<file path="config.mk">
export PLATFORM = sky130hd
export DESIGN_NAME = vga_char_disp
export DESIGN_NICKNAME = d
export VERILOG_FILES = /design/src/rtl/vga_pkg.sv /design/src/rtl/char_rom.sv /design/src/rtl/vga_char_disp.sv
export SDC_FILE = /design/constraint.sdc
export NUM_CORES = 1
export LEC_CHECK = 0
export BUFFER_PORTS_ARGS = -buffer_cell sky130_fd_sc_hd__buf_2
export CAP_MARGIN = 0
export CORE_UTILIZATION = 54
export CTS_BUF_LIST = sky130_fd_sc_hd__clkbuf_4 sky130_fd_sc_hd__clkbuf_8
export CTS_CLUSTER_SIZE = 24
export DETAILED_ROUTE_END_ITERATION = 10
export GPL_ROUTABILITY_DRIVEN = 0
export PLACE_DENSITY = 0.79
export SLEW_MARGIN = 20
export SYNTH_ARGS = -nofsm -noshare
export SYNTH_HDL_FRONTEND = slang
export SYNTH_SLANG_ARGS = --single-unit
</file>
<file path="constraint.sdc">
create_clock -name vga_clk -period 2.3 [get_ports vga_clk]
set_input_delay 0.46 -clock vga_clk [delete_from_list [all_inputs] [get_ports vga_clk]]
set_output_delay 0.46 -clock vga_clk [all_outputs]
set_load 0.01 [all_outputs]
</file>
<file path="src/rtl/vga_pkg.sv">
// Constants and helpers shared by the VGA character display blocks.
// axis_step advances one origin coordinate of the bouncing glyph by a single move.
package vga_pkg;

  localparam int H_VALID = 640;
  localparam int V_VALID = 480;
  localparam logic [9:0] PIX_INVALID = 10'h3FF;

  localparam logic [15:0] BLACK  = 16'h0000;
  localparam logic [15:0] WHITE  = 16'hFFFF;
  localparam logic [15:0] GOLDEN = 16'hFEC0;

  // fwd = 1 means the origin is moving towards larger coordinates
  typedef struct packed {
    logic [9:0] org;
    logic       fwd;
  } axis_t;

  // Clamp-and-reverse on both edges; 11-bit math keeps org + step + size from wrapping
  function automatic axis_t axis_step(input axis_t cur, input logic [10:0] step,
                                      input logic [10:0] size, input logic [10:0] limit);
    axis_t       nxt;
    logic [10:0] org_w;
    org_w = {1'b0, cur.org};
    nxt   = cur;
    if (cur.fwd) begin
      if (org_w + step + size > limit) begin
        nxt.org = 10'(limit - size);
        nxt.fwd = 1'b0;
      end else begin
        nxt.org = 10'(org_w + step);
        nxt.fwd = 1'b1;
      end
    end else begin
      if (org_w < step) begin
        nxt.org = 10'd0;
        nxt.fwd = 1'b1;
      end else begin
        nxt.org = 10'(org_w - step);
        nxt.fwd = 1'b0;
      end
    end
    return nxt;
  endfunction

endpackage

</file>
<file path="src/rtl/char_rom.sv">
// Glyph bitmap ROM with a one-cycle registered read; bit CHAR_W-1 is the leftmost pixel.
// The bitmap is a fixed checkerboard, so a glyph pixel is lit when column and row parities differ.
module char_rom #(
  parameter int CHAR_W = 256
) (
  input  logic              vga_clk,
  input  logic              sys_rst_n,
  input  logic [6:0]        addr,
  output logic [CHAR_W-1:0] data
);

  function automatic logic [CHAR_W-1:0] glyph_row(input logic [6:0] row);
    logic [CHAR_W-1:0] bits;
    bits = {CHAR_W{1'b0}};
    for (int col = 0; col < CHAR_W; col++) begin
      bits[CHAR_W-1-col] = col[0] ^ row[0];
    end
    return bits;
  endfunction

  // Registered row read
  always_ff @(posedge vga_clk or negedge sys_rst_n) begin
    if (!sys_rst_n) begin
      data <= {CHAR_W{1'b0}};
    end else begin
      data <= glyph_row(addr);
    end
  end

endmodule

</file>
<file path="src/rtl/vga_char_disp.sv">
// Renders one scaled glyph over a background colour with static, bounce and blink modes.
// Two-stage pipeline: window/ROM address, then glyph bit select and the registered pixel.
module vga_char_disp
  import vga_pkg::*;
#(
  parameter int CHAR_W       = 256,
  parameter int CHAR_H       = 88,
  parameter int CHAR_B_H     = 192,
  parameter int CHAR_B_V     = 208,
  parameter int SCALE_SHIFT  = 0,
  parameter int STEP         = 2,
  parameter int MOVE_DIV     = 1,
  parameter int BLINK_FRAMES = 30
) (
  input  logic        vga_clk,
  input  logic        sys_rst_n,
  input  logic [9:0]  pix_x,
  input  logic [9:0]  pix_y,
  input  logic [1:0]  mode,
  input  logic [15:0] fg_color,
  input  logic [15:0] bg_color,
  output logic [15:0] pix_data
);

  localparam logic [10:0] W_SC       = 11'(CHAR_W << SCALE_SHIFT);
  localparam logic [10:0] H_SC       = 11'(CHAR_H << SCALE_SHIFT);
  localparam logic [10:0] STEP_W     = 11'(STEP);
  localparam logic [10:0] H_LIM      = 11'(H_VALID);
  localparam logic [10:0] V_LIM      = 11'(V_VALID);
  localparam logic [7:0]  MOVE_LAST  = 8'(MOVE_DIV - 1);
  localparam logic [7:0]  BLINK_LAST = 8'(BLINK_FRAMES - 1);
  localparam axis_t       X_HOME     = {10'(CHAR_B_H), 1'b1};
  localparam axis_t       Y_HOME     = {10'(CHAR_B_V), 1'b1};

  if ((CHAR_W << SCALE_SHIFT) > H_VALID || (CHAR_H << SCALE_SHIFT) > V_VALID) begin : g_size_check
    $error("vga_char_disp: scaled glyph does not fit the visible area");
  end

  axis_t             ax_r, ay_r, ax_nxt_s, ay_nxt_s;
  logic [1:0]        mode_r;
  logic              visible_r;
  logic [7:0]        frame_cnt_r, blink_cnt_r;
  logic              coord_ok_s, in_x_s, in_y_s, in_win_s, frame_tick_s;
  logic [10:0]       dx_s, dy_s;
  logic [7:0]        lx_s;
  logic [6:0]        ly_s;
  logic              vld1_r, in_win1_r, vis1_r;
  logic [7:0]        lx1_r;
  logic [CHAR_W-1:0] rom_data_s;
  logic [255:0]      rom_row_s;
  logic              glyph_bit_s;

  // Stage 0: window test, glyph-local coordinates and frame tick
  always_comb begin
    coord_ok_s   = (pix_x != PIX_INVALID) && (pix_y != PIX_INVALID);
    in_x_s       = ({1'b0, pix_x} >= {1'b0, ax_r.org}) && ({1'b0, pix_x} < {1'b0, ax_r.org} + W_SC);
    in_y_s       = ({1'b0, pix_y} >= {1'b0, ay_r.org}) && ({1'b0, pix_y} < {1'b0, ay_r.org} + H_SC);
    in_win_s     = coord_ok_s && in_x_s && in_y_s;
    dx_s         = {1'b0, pix_x} - {1'b0, ax_r.org};
    dy_s         = {1'b0, pix_y} - {1'b0, ay_r.org};
    lx_s         = 8'(dx_s >> SCALE_SHIFT);
    ly_s         = 7'(dy_s >> SCALE_SHIFT);
    frame_tick_s = (pix_x == 10'(H_VALID - 1)) && (pix_y == 10'(V_VALID - 1));
    ax_nxt_s     = axis_step(ax_r, STEP_W, W_SC, H_LIM);
    ay_nxt_s     = axis_step(ay_r, STEP_W, H_SC, V_LIM);
  end

  char_rom #(.CHAR_W(CHAR_W)) u_rom (
    .vga_clk   (vga_clk),
    .sys_rst_n (sys_rst_n),
    .addr      (ly_s),
    .data      (rom_data_s)
  );

  // Out-of-window lx may index past a narrow glyph; in_win1_r masks that bit
  always_comb begin
    rom_row_s   = 256'(rom_data_s);
    glyph_bit_s = rom_row_s[8'(CHAR_W - 1) - lx1_r];
  end

  // Pixel pipeline; stage 2 emits black until a real coordinate has propagated
  always_ff @(posedge vga_clk or negedge sys_rst_n) begin
    if (!sys_rst_n) begin
      vld1_r    <= 1'b0;
      in_win1_r <= 1'b0;
      vis1_r    <= 1'b0;
      lx1_r     <= 8'd0;
      pix_data  <= BLACK;
    end else begin
      vld1_r    <= 1'b1;
      in_win1_r <= in_win_s;
      vis1_r    <= visible_r;
      lx1_r     <= lx_s;
      if (!vld1_r) begin
        pix_data <= BLACK;
      end else if (in_win1_r && vis1_r && glyph_bit_s) begin
        pix_data <= fg_color;
      end else begin
        pix_data <= bg_color;
      end
    end
  end

  // Per-frame state; decisions use the mode latched at the previous frame tick
  always_ff @(posedge vga_clk or negedge sys_rst_n) begin
    if (!sys_rst_n) begin
      ax_r        <= X_HOME;
      ay_r        <= Y_HOME;
      mode_r      <= 2'b00;
      visible_r   <= 1'b1;
      frame_cnt_r <= 8'd0;
      blink_cnt_r <= 8'd0;
    end else if (frame_tick_s) begin
      mode_r <= mode;
      if (!mode_r[0]) begin
        ax_r        <= X_HOME;
        ay_r        <= Y_HOME;
        frame_cnt_r <= 8'd0;
      end else if (frame_cnt_r == MOVE_LAST) begin
        ax_r        <= ax_nxt_s;
        ay_r        <= ay_nxt_s;
        frame_cnt_r <= 8'd0;
      end else begin
        frame_cnt_r <= frame_cnt_r + 8'd1;
      end
      if (!mode_r[1]) begin
        visible_r   <= 1'b1;
        blink_cnt_r <= 8'd0;
      end else if (blink_cnt_r == BLINK_LAST) begin
        visible_r   <= ~visible_r;
        blink_cnt_r <= 8'd0;
      end else begin
        blink_cnt_r <= blink_cnt_r + 8'd1;
      end
    end else begin
      mode_r <= mode_r;
    end
  end

endmodule

</file>
==> key figures <==
Detailed routing
  • Initial DRC count: roughly 370
  • Total wire length: around 15,000 µm
  • First-pass DRT Iterations: 5
  • Routed Antenna Nets: 0
  • Vias after detailed routing: about 5,100
  • Vias per std cell: roughly 6.3
  • Wirelength per Cell: approximately 18 µm
  • Residual DRC count: 0

Finish
  • Layout Cells excl Fill: approximately 800
  • Most frequent cells in the layout: buf_4, buf_2, dfrtp_1, o21ai_0, ha_1
  • Fin nets: 805
  • Diode count: 0
  • Share of cells above drive strength 1: 0.3333
  • Area grow syn2layout: 32.71%
  • Most common cell after layout, fill and taps aside: buf_4
  • Fillers: between 500 and 600

Setup path
  • Crit end category: register
  • CP required: between 2 and 3 ns
  • CP max FO: 7
  • Max stage delay on crit path: 0.56 ns
  • RR Endpoint: ax_r[2]$_DFFE_PN0P_
  • Worst r2r path cells: 10
  • Worst r2r src: ax_r[7]$_DFFE_PN1P_
  • Setup crit start kind: register
  • Worst Setup Path Type: reg2reg
  • Crit path cell chain: clkinvlp_4 -> nor3_4 -> nand3_2 -> xnor2_2 -> ha_2 -> nor4_4 -> nor3b_2 -> o21ai_2 -> a211o_1 -> o21ai_1
  • Crit-path slowest cell: dfstp_2
  • Critical path arrival: between 2 and 3 ns
  • R2R setup slack: -0.21 ns

Floorplan
  • I/O pin cnt: between 70 and 80
  • Die area: 0.009127 mm²
  • Initial core utilization: 0.5665
  • Die Y: around 96 µm
  • Die Span X: 95.54 µm
  • CORE AREA: 0.008341 mm²
  • FP Rows: 33

Power
  • Total power: roughly 2200 µW
  • PwrDens: roughly 360 mW/mm²
  • Leak Pwr: between 0.002 and 0.003 µW
  • VDD IR max: 0.3014 mV

GRT
  • First-pass GRT wire length: approximately 24,000 µm
  • Largest net degree at the start of global routing: 62
  • Total grt overflow: 0
  • Initial antenna violation count: 0
  • Vias in the first global route: 4,970
  • Total GRT Usage: 0.3408

STA
  • Sum of negative setup slack: -1.591 ns
  • Pins Over Slew Limit: 0
  • Worst Max-Slew Pin Slew: 0.6438 ns
  • Hold Slack: just over 0.09 ns
  • Max-slew headroom: 0.5654
  • RSZ-0062 raised after global routing: true
  • Worst Skew: 0.008173 ns
  • F_max: around 0.4 GHz
  • Final setup fails: 11
  • Final Critical Period: between 2 and 3 ns
  • Period utilization: 1.089
  • Final Hold Vio Count: 0
  • Fin worst setup slack: -0.2051 ns

Synthesis
  • Synth Cell Area: around 0.0047 mm²
  • Main synth FF type: dfrtp_1
  • Largest family of logic cells by synthesized area: simple AND/OR/NAND/NOR gates
  • Synth area leader: dfrtp_1
  • Xor-xnor portion of the synthesized cell area: 0.02410
  • Complex-gate fraction of the synthesized area: 0.2153
  • FF+latch count, synth: between 60 and 70
  • Ys Warns: 0
  • Post-synthesis mux area share: 0.04052
  • Post-synth top area share: 0.2807
  • Post-synthesis adder-cell area fraction: 0.1155
  • Post-synth EDFFs: 0
  • Post-Synth Simple-Gate Area: 0.2301
  • Async set-reset flop share out of synthesis: 1.000
  • Post-synth cell types: 66
  • Syn Nets: 653
  • Area contributors post-synth: dfrtp_1, ha_1, o21ai_0, dfstp_2, mux2i_1
  • Post-Syn Instances: around 550
  • Post-synthesis sequential area ratio: 0.3252
  • Syn avg cell area: about 8.5 µm²

Min path
  • Worst Hold Class: in2async

Clocking
  • CTS tree: built
  • Cts hold-fix bufs: 0
  • Clk Tree Root Cell: clkbuf_8
  • Clock tree buffer depth: 2
  • # H-tree levels: 3
  • Clk slew on worst S/H paths: approximately 0.080 ns
  • Total CTS buffers: 9
  • Clk sink count: just over 60
  • Clk_lat worst skew: between 0.3 and 0.4 ns

Status
  • Outcome: finished, violations left
  • Failing checks: negative setup slack

Placement
  • Cells after DPL: 788
  • Buffers on Ports: 71
  • DP Wirelength: around 10,000 µm

Run
  • Maxcap violations: 0
[cell families after synthesis]
group | count (synthesis)
adder cells (fa/ha/maj) | 43
flip-flops | 61
XOR/XNOR | 13
buffers and inverters | 58
AO/OA/AOI/OAI | 159
multiplexers | 19
AND/OR/NAND/NOR | 199
other | 2
[report_power, final]
group	switching (µW)	leakage [µW]	internal [µW]
registers	8.65	0.000760	1090
clock network	509	0.0000816	392
logic	117	0.00195	116
[repair_timing]
action	in CTS	in global routing
setup endpoints to repair	15	21
pin swaps	4	13
cloned	0	1
setup buffers	4	7
resized for setup	7	39
[registers in the layout (all words and copies together) (netlist names)]
register,flops
ax_r,10
ay_r,10
blink_cnt_r,8
frame_cnt_r,8
in_win1_r,1
lx1_r,1
mode_r,2
pix_data,16
u_rom.data,2
vis1_r,1
visible_r,1
vld1_r,1
[final cells by class]
type | count | area [µm²] | area share
tap | 105 | 131.4 | 0.02095
clock inverter | 7 | 50.05 | 0.007982
timing repair buffer | 165 | 1081 | 0.1724
clock buffer | 9 | 123.9 | 0.01976
inverter | 33 | 127.6 | 0.02036
multi-input combinational | 436 | 3219 | 0.5135
sequential | 61 | 1536 | 0.2451
[Yosys cell counts, types with 9 or more instances]
cell type  number
nor2_1         34
clkbuf_1       18
o21ai_0        52
a21oi_1        27
and3_1         10
nand4_1        16
xnor2_1        11
nor2b_1        19
nand2_1        36
dfrtp_1        53
nand3_1        19
ha_1           42
mux2i_1        18
nand2b_1        9
nor4_1         12
inv_1          33
nor3_1         12
a31oi_1        12
[stage by stage]
step	setup WS, ns	util	instance area (µm²)
4_1_cts	-0.09153	0.7238	6037
3_3_place_gp	-0.1572	0.6952	5798
5_1_grt	-0.2909	0.7517	6270
6_report	-0.2051	0.7517	6270
3_5_place_dp	-0.2317	0.6952	5798
2_1_floorplan	0.006311	-	4780
[routing by layer]
metal | track usage | part of all wire
met5 | 0 | 0
met1 | 0.4345 | 0.40
met2 | 0.5571 | 0.47
met3 | 0.07097 | 0.088
met4 | 0.1468 | 0.040
[how the worst max path moves through the flow]
stage | start | endpoint | slack, ns | cells after the start
final | ax_r[7]$_DFFE_PN1P_ | ax_r[2]$_DFFE_PN0P_ | -0.21 | 10
after global routing | ax_r[7]$_DFFE_PN1P_ | ax_r[2]$_DFFE_PN0P_ | -0.29 | 10
after CTS | ax_r[7]$_DFFE_PN1P_ | ax_r[4]$_DFFE_PN0P_ | -0.09 | 9
after detailed placement | pix_x[1] | in_win1_r$_DFF_PN0_ | -0.23 | 9
after global placement | pix_x[1] | in_win1_r$_DFF_PN0_ | -0.16 | 9
after floorplan | ax_r[3]$_DFFE_PN0P_ | ax_r[4]$_DFFE_PN0P_ | 0.006 | 10
[worst max-delay path: cells and delay by family (launching register included)]
family,cells,cell delay (ns)
AND/OR/NAND/NOR,4,0.68
AO/OA/AOI/OAI,3,0.57
buffers and inverters,1,0.15
adder cells (fa/ha/maj),1,0.25
XOR/XNOR,1,0.21
flip-flops,1,0.56
No activity file was read; power rests on OpenSTA's default activity.
